### src/rtl/mem_port_arbiter.sv
// Arbitrates one single-ported memory between fetch (IF) and data (DM) requesters; DM has priority, bounded IF starvation.
// Grant one cycle after the request, requester ack one cycle after mem_ack_i (or watchdog expiry); stall_o is combinational.
module mem_port_arbiter #(
  parameter int IF_STARVE_MAX = 4,
  parameter int TIMEOUT_CYC   = 64
) (
  input  logic        clk_i,
  input  logic        rst_i,
  input  logic        if_req_i,
  input  logic [31:0] if_addr_i,
  output logic [31:0] if_data_o,
  output logic        if_ack_o,
  input  logic        dm_req_i,
  input  logic        dm_we_i,
  input  logic [31:0] dm_addr_i,
  input  logic [31:0] dm_wdata_i,
  output logic [31:0] dm_rdata_o,
  output logic        dm_ack_o,
  output logic        mem_en_o,
  output logic        mem_we_o,
  output logic [31:0] mem_addr_o,
  output logic [31:0] mem_wdata_o,
  input  logic [31:0] mem_rdata_i,
  input  logic        mem_ack_i,
  output logic        stall_o,
  output logic        err_o
);

  localparam int SW = $clog2(IF_STARVE_MAX + 1);
  localparam int WW = (TIMEOUT_CYC > 2) ? $clog2(TIMEOUT_CYC) : 1;

  typedef enum logic [1:0] {IDLE, MEM, RESP} state_t;

  state_t        state;
  logic          own_dm;
  logic [SW-1:0] starve_cnt;
  logic [WW-1:0] wd_cnt;
  logic          grant_if;
  logic          grant_dm;

  // IF wins only when DM is absent or IF has been passed over IF_STARVE_MAX times
  assign grant_if = if_req_i && (!dm_req_i || (starve_cnt == SW'(IF_STARVE_MAX)));
  assign grant_dm = dm_req_i && !grant_if;
  assign stall_o  = (if_req_i && !if_ack_o) || (dm_req_i && !dm_ack_o);

  always_ff @(posedge clk_i) begin
    if (rst_i) begin
      state       <= IDLE;
      own_dm      <= 1'b0;
      starve_cnt  <= '0;
      wd_cnt      <= '0;
      mem_en_o    <= 1'b0;
      mem_we_o    <= 1'b0;
      mem_addr_o  <= '0;
      mem_wdata_o <= '0;
      if_data_o   <= '0;
      if_ack_o    <= 1'b0;
      dm_rdata_o  <= '0;
      dm_ack_o    <= 1'b0;
      err_o       <= 1'b0;
    end else begin
      case (state)
        IDLE: begin
          if (grant_if) begin
            state       <= MEM;
            own_dm      <= 1'b0;
            mem_en_o    <= 1'b1;
            mem_we_o    <= 1'b0;
            mem_addr_o  <= if_addr_i;
            mem_wdata_o <= '0;
            starve_cnt  <= '0;
          end else if (grant_dm) begin
            state       <= MEM;
            own_dm      <= 1'b1;
            mem_en_o    <= 1'b1;
            mem_we_o    <= dm_we_i;
            mem_addr_o  <= dm_addr_i;
            mem_wdata_o <= dm_wdata_i;
            if (!if_req_i) begin
              starve_cnt <= '0;
            end else if (starve_cnt != SW'(IF_STARVE_MAX)) begin
              starve_cnt <= starve_cnt + SW'(1);
            end
          end else if (!if_req_i) begin
            starve_cnt <= '0;
          end
        end
        MEM: begin
          if (mem_ack_i) begin
            state    <= RESP;
            mem_en_o <= 1'b0;
            wd_cnt   <= '0;
            if (own_dm) begin
              dm_ack_o <= 1'b1;
              if (!mem_we_o) dm_rdata_o <= mem_rdata_i;
            end else begin
              if_ack_o  <= 1'b1;
              if_data_o <= mem_rdata_i;
            end
          end else if (wd_cnt == WW'(TIMEOUT_CYC - 1)) begin
            // Abort with a zero response so the pipeline never deadlocks
            state    <= RESP;
            mem_en_o <= 1'b0;
            wd_cnt   <= '0;
            err_o    <= 1'b1;
            if (own_dm) begin
              dm_ack_o <= 1'b1;
              if (!mem_we_o) dm_rdata_o <= '0;
            end else begin
              if_ack_o  <= 1'b1;
              if_data_o <= '0;
            end
          end else begin
            wd_cnt <= wd_cnt + WW'(1);
          end
        end
        RESP: begin
          state    <= IDLE;
          if_ack_o <= 1'b0;
          dm_ack_o <= 1'b0;
        end
        default: state <= IDLE;
      endcase
    end
  end

endmodule

### config.mk
export PLATFORM = sky130hd
export DESIGN_NAME = mem_port_arbiter
export DESIGN_NICKNAME = d
export VERILOG_FILES = /design/src/rtl/mem_port_arbiter.sv
export SDC_FILE = /design/constraint.sdc
export NUM_CORES = 1
export LEC_CHECK = 0
export CAP_MARGIN = 0
export CORE_ASPECT_RATIO = 2
export CORE_MARGIN = 3
export CORE_UTILIZATION = 40
export DETAILED_ROUTE_END_ITERATION = 16
export PLACE_DENSITY = 0.9
export REMOVE_ABC_BUFFERS = 1
export SLEW_MARGIN = 15
export SYNTH_ARGS = -nofsm -noshare
export SYNTH_HDL_FRONTEND = slang
export SYNTH_SLANG_ARGS = --single-unit
### constraint.sdc
create_clock -name clk_i -period 3.8 [get_ports clk_i]
set_input_delay 0.38 -clock clk_i [delete_from_list [all_inputs] [get_ports clk_i]]
set_output_delay 0.38 -clock clk_i [all_outputs]
set_load 0.01 [all_outputs]
After elaboration in Yosys (flattened, before gate mapping) --
Index checks and enable logic that the tools add are counted. Widths: inputs -> output; s select.
Cells by class: bitwise logic cells 2, shift-type cells 0, magnitude comparators 0, eq/ne operators 11, muxes and demuxes 42, add/sub/neg operators 2, reduce and logical (&&, ||, !) cells 23, divide/modulo/power cells 0, multiply operators 0
Operator list (count):
- $mux 32 | 14
- $mux 3 | 5
- $mux 1 | 13
- $mux 6 | 2
- $reduce_and 3->1 | 4
- $ne 3x3->1 const B | 3
- $mux 2 | 4
- $reduce_bool 2->1 | 4
- $add 6x1->6 const B | 1
- $eq 6x6->1 const B | 1
- $ne 3x1->1 const B | 2
- $pmux 1 s2 | 3
- $reduce_and 2->1 | 3
- $reduce_and 5->1 | 1
- $logic_and 1x1->1 | 4
- $logic_not 1->1 | 4
- $ne 2x2->1 const B | 2
- $pmux 2 s2 | 1
- $add 3x1->3 const B | 1
- $eq 3x3->1 const B | 1
- $eq 2x1->1 const B | 1
- $eq 2x2->1 const B | 1
- $logic_not 2->1 | 1
- $logic_or 1x1->1 | 2
- $not 1->1 | 2
Word-level totals: word-level logic and storage cells 93, output and inout bits 134, bits in writable memories 0, ROM bits 0, register bits after elaboration 145, bits in latches 0, memories kept 0

Longest topological paths before layout --
Gate-level depths: netlist of run 1.
word-level depth 8, mapped depth 9, depth with buffers taken out 6

Least setup slack after synthesis of run 1 --
Ideal clock, no wire load.
kind reg-to-reg, start point register state[1], end point register if_data_o[0], stages on the path, launching flop included 9, arrival 1.408 ns, setup time 0.117 ns, path buffers 2, period minus slack after synthesis 1.525 ns, setup slack 2.275 ns, cell sequence dfxtp_1 > inv_1 > ha_1 > buf_4 > nand3_1 > o21ai_4 > a21oi_2 > buf_6 > a22o_1
On the way: cells in the longest elaborated chain, start to end 2
Ends and longest elaborated chain:
- start, declared | line 34 | state_t state;
- start signal, assigned | line 48 | state <= IDLE;
- start signal, assigned | line 65 | state <= MEM;
- start signal, assigned | line 73 | state <= MEM;
- $eq 2x1->1 | line 62 | case (state)
- $reduce_and 3->1 (no line)
- end signal, assigned | line 98 | if_data_o <= mem_rdata_i;
- end, declared | line 11 | output logic [31:0] if_data_o,
No other way between the ends. A chain may end at the register's enable or synchronous reset.

Worst setup path after layout of run 1 --
start point input dm_req_i, end point output stall_o
On the way: cells in the longest elaborated chain, start to end 2
Ends and longest elaborated chain:
- start, declared | line 13 | input logic dm_req_i,
- $logic_and 1x1->1 | line 44 | assign stall_o = (if_req_i && !if_ack_o) || (dm_req_i && !dm_ack_o);
- $logic_or 1x1->1 | line 44
- end, declared | line 25 | output logic stall_o,
No other way between the ends.

==> flow_summary_export.csv, run 1 <==
group,metric,value,unit
synth,synth_edf_count,0,
global_route,grt_pass1_vias,5550,
synth,synthArstFlopShare,0,%
sta,slew_viol_final,0,
synth,yosys_warnings,0,
final_layout,layout.nets,1018,
clocking,clk_path_buf_depth,2,
clocking,post_cts_resized,0,
sta,slew_headroom,36.24,%
sta,min_period,2.221,ns
worst_setup_path,crit_top_cell,"clkdlybuf4s50_1",
clocking,postCtsSetupBuffers,0,
worst_setup_path,start_kind,"input port",
synth,ys_ff_latch,145,
worst_setup_path,cp.required,3.42,ns
worst_setup_path,crit_chain,"clkdlybuf4s50_1 > inv_1 > o22ai_1 > clkdlybuf4s50_1",
drt,via_count,5710,
worst_setup_path,critPathMaxStageDelay,0.66,ns
drt,post_drt_wl_per_cell,16.84,um
floorplan,rows,60,
sta,whs,0.4509,ns
power,power_density,466.6,nW/um^2
sta,final-hold-violation-count,0,
clocking,cts.clk_slew.worst_paths,0.06,ns
drt,drt-initial-drc-count,201,
sta,finalSetupTns,0,ns
clocking,htree_levels,4,
job,cap_viol_max_count,0,
power,ir_drop,264.3,uV
synth,synthFlopType,"dfxtp_1",
worst_setup_path,path_buf_inv,3,
worst_hold_path,hold_class,"reg -> reg",
placement,placed_cell_area,8284,sq um
final_layout,layout-drive-gt1-share,6.285,%
worst_setup_path,critPathTopFamily,"buffers and inverters",
synth,syn_inst,640,
drt,drc_errors,0,
drt,drt-vias-per-instance,5.297,
worst_setup_path,cp-end-kind,"output port",
sta,fin_crit_sh,58.44,%
floorplan,die_h,173.2,um
clocking,cts_root_buffer,"clkbuf_16",
synth,avgSynthCellArea,8.733,sq um
placement,hpwl,13140,um
final_layout,n_fill_cell,1076,
drt,drt-total-wl,18150,um
floorplan,io_pins,268,
outcome,status,"finished clean",
power,power,4.127,mW
final_layout,fin_util,65.10,%
synth,synth_cell_type_count,42,
placement,dp_worst_setup_slack,1.413,ns
clocking,numCtsBuffers,17,
clocking,clock_sinks,145,
worst_setup_path,crit_fanout,6,
sta,worstMarginPinSlew,0.9543,ns
clocking,cts.hold.buffers_added,0,
synth,synth-seq-area-share,51.94,%
worst_setup_path,crit_type,"in -> out",
clocking,clk_latency,0.41,ns
sta,layout_setup_ws,1.579,ns
global_route,grt_pass1_wl,28370,um
synth,synthesis.area,5589,sq um
sta,max_freq,450.3,MHz
sta,skew,0.01608,ns
global_route,grt_antenna_before_repair,1,
final_layout,layout.cells.non_filler,1078,
floorplan,initial_utilization,41.13,%
sta,rsz0062_at_grt,"no",
floorplan,die_x,89.59,um
floorplan,coreArea,13590,sq um
placement,gp_congestion,0.8471,
placement,dp.cells,1045,
global_route,grt_usage,23.29,%
clocking,cts_tree,"built",
global_route,grt_max_degree,78,
worst_setup_path,critPathSlowestCell,"clkdlybuf4s50_1",
global_route,grt_overflow,0,
drt,ant_nets,0,
final_layout,area_growth,58.27,%
placement,portBuffers,267,
power,power_leakage,3.165,nW
final_layout,fin_area,8846,sq um
drt,dr.pass1.iters,5,
floorplan,die_area,15510,sq um
worst_setup_path,cp_data_arrival_time,1.84,ns
sta,setup_viol,0,
-- power breakdown --
part           leakage (nW)  switching (mW)  internal [mW]
Combinational          1.71           0.412          0.433
Clock                 0.274           0.703          0.878
Sequential             1.19          0.0640           1.64
Total                  3.17            1.18           2.95
-- per-layer routing --
metal	GRT usage, %	part of all wire (%)
met1	24.15	35
met2	40.92	54
met3	5.293	6.9
met4	13.23	4.7
met5	0	0
-- layout by cell type (no fill, tap or decap), types with 3 or more instances in the layout --
| cell type | synthesis | final |
|---|---|---|
| a21oi_1 | 73 | 73 |
| a22o_1 | 32 | 32 |
| buf_4 | 6 | 9 |
| clkbuf_16 | 0 | 17 |
| clkdlybuf4s50_1 | 0 | 266 |
| dfxtp_1 | 145 | 145 |
| ha_1 | 6 | 6 |
| inv_1 | 6 | 6 |
| inv_6 | 0 | 6 |
| inv_8 | 0 | 3 |
| nand2_1 | 72 | 72 |
| nand2b_1 | 3 | 3 |
| nand3_1 | 37 | 37 |
| nor2_1 | 39 | 39 |
| nor2b_1 | 3 | 3 |
| nor3_1 | 67 | 67 |
| nor4_1 | 32 | 32 |
| o21ai_0 | 34 | 34 |
-- area by class of cell --
| class | count | area (sq um) | area share (%) |
|---|---|---|---|
| clock inverters | 14 | 120.1 | 1.358 |
| inverters | 8 | 30.03 | 0.3395 |
| flip-flops and latches | 145 | 2903 | 32.81 |
| clock buffers | 18 | 439.2 | 4.965 |
| diodes | 1 | 2.502 | 0.02829 |
| repair buffers | 277 | 2770 | 31.32 |
| multi-input cells | 429 | 2349 | 26.55 |
| well taps | 186 | 232.7 | 2.631 |
-- registers in the layout, indices dropped and copies added (netlist names) --
| name | count |
|---|---|
| dm_ack_o | 1 |
| state | 2 |
| starve_cnt | 3 |
| dm_rdata_o | 32 |
| if_data_o | 32 |
| err_o | 1 |
| mem_wdata_o | 32 |
| wd_cnt | 6 |
| mem_addr_o | 32 |
| if_ack_o | 1 |
| mem_en_o | 1 |
| own_dm | 1 |
| mem_we_o | 1 |
-- worst paths after layout --
| kind | from | slack, ns | cells after the start | to |
|---|---|---|---|---|
| worst max-delay path | dm_req_i | 1.58 | 4 | stall_o |
| worst min-delay path | mem_wdata_o[6] | 0.45 | 2 | mem_wdata_o[6] |
| worst max register to register | starve_cnt[0] | 1.64 | 7 | mem_addr_o[25] |
| worst min register to register | mem_wdata_o[6] | 0.45 | 2 | mem_wdata_o[6] |
-- synthesized netlist by cell type (all sizes together), types with 3 or more instances --
| cell | number | area, sq um |
|---|---|---|
| a21oi | 76 | 399.1 |
| a22o | 32 | 280.3 |
| buf | 43 | 257.7 |
| clkbuf | 15 | 60.05 |
| dfxtp | 145 | 2903 |
| ha | 6 | 75.07 |
| inv | 8 | 30.03 |
| nand2 | 72 | 270.3 |
| nand2b | 3 | 18.77 |
| nand3 | 38 | 195.2 |
| nor2 | 40 | 152.6 |
| nor2b | 3 | 18.77 |
| nor3 | 67 | 335.3 |
| nor4 | 32 | 200.2 |
| o21ai | 37 | 204.0 |
-- kinds of logic after synthesis --
logic type               Yosys count  synth area share [%]
buffers and inverters             66                 6.223
flip-flops                       145                 51.94
AO/OA/AOI/OAI                    155                 17.15
multiplexers                       1                0.1791
adder cells (fa/ha/maj)            6                 1.343
AND/OR/NAND/NOR                  264                 22.70
XOR/XNOR                           3                0.4702
-- tightest hold or removal path, cell delays in order, from the launching register on --
cell,delay (ns)
dfxtp_1,0.31
nand2_1,0.05
a21oi_1,0.05
(Power assumes the default switching activity.)
==> run 2: changes to the inputs <==
- CORE_UTILIZATION: 40 -> 37
- PLACE_DENSITY: 0.9 -> 0.88
- clock period: 3.8 -> 1.95 ns (I/O delays scaled with it)
==> run 2 against run 1 <==
Hold slack lost 0.31 ns. Critical endpoint unchanged. Largest cell class is now non-clock buffers. Clock power is 110% higher. Via count is 1.2% higher.
==> flow_summary_export.csv, run 2 (synthesis results as in run 1) <==
group,metric,value,unit
outcome,status,"finished clean",
clocking,cts.clk_slew.worst_paths,0.06,ns
sta,skew,0.007701,ns
drt,drt-total-wl,19400,um
global_route,grt_usage,22.89,%
worst_hold_path,holdPathEnd,"starve_cnt[2]",
floorplan,io_pins,268,
worst_setup_path,rrSetupSlack,0.19,ns
drt,drc_errors,0,
final_layout,fin_util,61.09,%
power,ir_drop,519.0,uV
final_layout,layout-drive-gt1-share,6.793,%
worst_setup_path,cp-end-kind,"output port",
final_layout,n_fill_cell,1232,
worst_hold_path,hold_depth,2,
worst_setup_path,critPathMaxStageDelay,0.59,ns
worst_setup_path,r2r_end,"mem_addr_o[15]",
worst_setup_path,critPathTopFamily,"buffers and inverters",
global_route,grt_max_degree,92,
worst_setup_path,reg2reg_depth,6,
final_layout,layout.nets,1025,
job,cap_viol_max_count,0,
clocking,cts_tree,"built",
final_layout,mostFrequentLayoutCells,"clkdlybuf4s50_1 (265), dfxtp_1 (145), a21oi_1 (73), nand2_1 (72), nor3_1 (67)",
final_layout,area_growth,61.99,%
worst_setup_path,crit_top_cell,"clkdlybuf4s50_1",
floorplan,initial_utilization,37.72,%
placement,gp_congestion,0.8784,
clocking,clock_sinks,145,
global_route,grt_overflow,0,
worst_setup_path,crit_fanout,4,
worst_setup_path,rr_startpoint,"state[1]",
power,power_leakage,3.250,nW
clocking,clk_path_buf_depth,2,
floorplan,coreArea,14820,sq um
drt,via_count,5777,
sta,max_freq,550.8,MHz
worst_hold_path,min-delay-start,"rst_i",
drt,ant_nets,0,
sta,setup_viol,0,
floorplan,die_x,92.91,um
worst_setup_path,cp.required,1.75,ns
floorplan,die_h,179.8,um
final_layout,layout_commonest_cell,"clkdlybuf4s50_1",
drt,post_drt_wl_per_cell,17.75,um
worst_hold_path,hold_class,"in -> reg",
worst_setup_path,critPathSlowestCell,"clkdlybuf4s50_1",
global_route,grt_pass1_wl,30340,um
global_route,grt_antenna_before_repair,0,
worst_setup_path,start_kind,"input port",
global_route,grt_pass1_vias,5783,
sta,slew_viol_final,0,
placement,hpwl,13610,um
sta,worstMarginPinSlew,0.3711,ns
worst_setup_path,crit_type,"in -> out",
sta,fin_crit_sh,93.10,%
clocking,numCtsBuffers,17,
clocking,htree_levels,4,
final_layout,antennaDiodeCount,0,
worst_setup_path,crit_chain,"clkdlybuf4s50_1 > inv_2 > o22ai_1 > clkdlybuf4s50_1",
floorplan,rows,63,
sta,layout_setup_ws,0.1346,ns
clocking,cts_root_buffer,"clkbuf_16",
drt,dr.pass1.iters,6,
drt,drt-initial-drc-count,214,
sta,slew_headroom,75.26,%
worst_setup_path,cp_data_arrival_time,1.62,ns
clocking,clk_latency,0.42,ns
sta,min_period,1.815,ns
placement,portBuffers,267,
floorplan,die_area,16710,sq um
sta,final-hold-violation-count,0,
drt,drt-vias-per-instance,5.285,
sta,rsz0062_at_grt,"no",
power,power_density,922.7,nW/um^2
worst_setup_path,path_buf_inv,3,
clocking,cts.hold.buffers_added,0,
placement,dp_worst_setup_slack,0.03164,ns
## run 2: cell types whose count changed in the layout (fill, tap and decap cells not counted), moves of 2 or more
cell	change
buf_4	-2
inv_8	-3
inv_6	-5
clkinvlp_4	+2
bufinv_16	+3
clkbuf_1	+2
buf_12	+7
## run 2: worst max-delay path by stage
stage | cells after the start | start | slack (ns) | end
3_5_place_dp | 4 | dm_req_i | 0.03 | stall_o
6_report | 4 | if_req_i | 0.13 | stall_o
3_3_place_gp | 4 | dm_req_i | 0.12 | stall_o
2_1_floorplan | 3 | dm_req_i | -0.59 | mem_addr_o[0]
4_1_cts | 4 | dm_req_i | 0.04 | stall_o
5_1_grt | 7 | starve_cnt[0] | 0.02 | mem_addr_o[29]
## run 2: what timing repair did
action / 4_1_cts / 5_1_grt
buffers inserted: 0 / 0
gates resized for setup: 0 / 2
setup endpoints to repair: 0 / 5
## run 2: metal layers
metal | up-vias | global-route usage (%) | wire [um]
li1 | 2763 | - | -
met1 | 2706 | 22.76 | 6744
met2 | 248 | 40.88 | 10440
met3 | 60 | 6.323 | 1246
met4 | 0 | 14.21 | 975
met5 | - | 0 | 0
## run 2: metrics by stage
stage	instances	area, sq um	power (mW)	TNS (ns)	hold WS (ns)
global placement	1060	8441	5.045	0	0.4371
global route	1093	9054	8.705	0	0.1229
CTS	1092	9035	8.401	0	0.1156
floorplan	582	5271	4.032	-45.19	0.2641
detailed placement	1060	8441	5.084	0	0.4432
finish	1093	9054	8.353	0	0.1401
## run 2: cell type report
type	count	area [sq um]	share of cell area [%]
timing repair buffer	284	2934	32.41
sequential	145	2903	32.06
multi-input combinational	429	2349	25.94
clock buffer	19	432.9	4.782
tap	195	244.0	2.695
clock inverter	13	161.4	1.783
inverter	8	30.03	0.3317
## run 2: power breakdown
group          switching, mW  internal [mW]  leakage, nW
combinational          0.841          0.895         1.79
sequential             0.128           3.19         1.19
clock                   1.28           2.01        0.279
total                   2.25           6.10         3.25
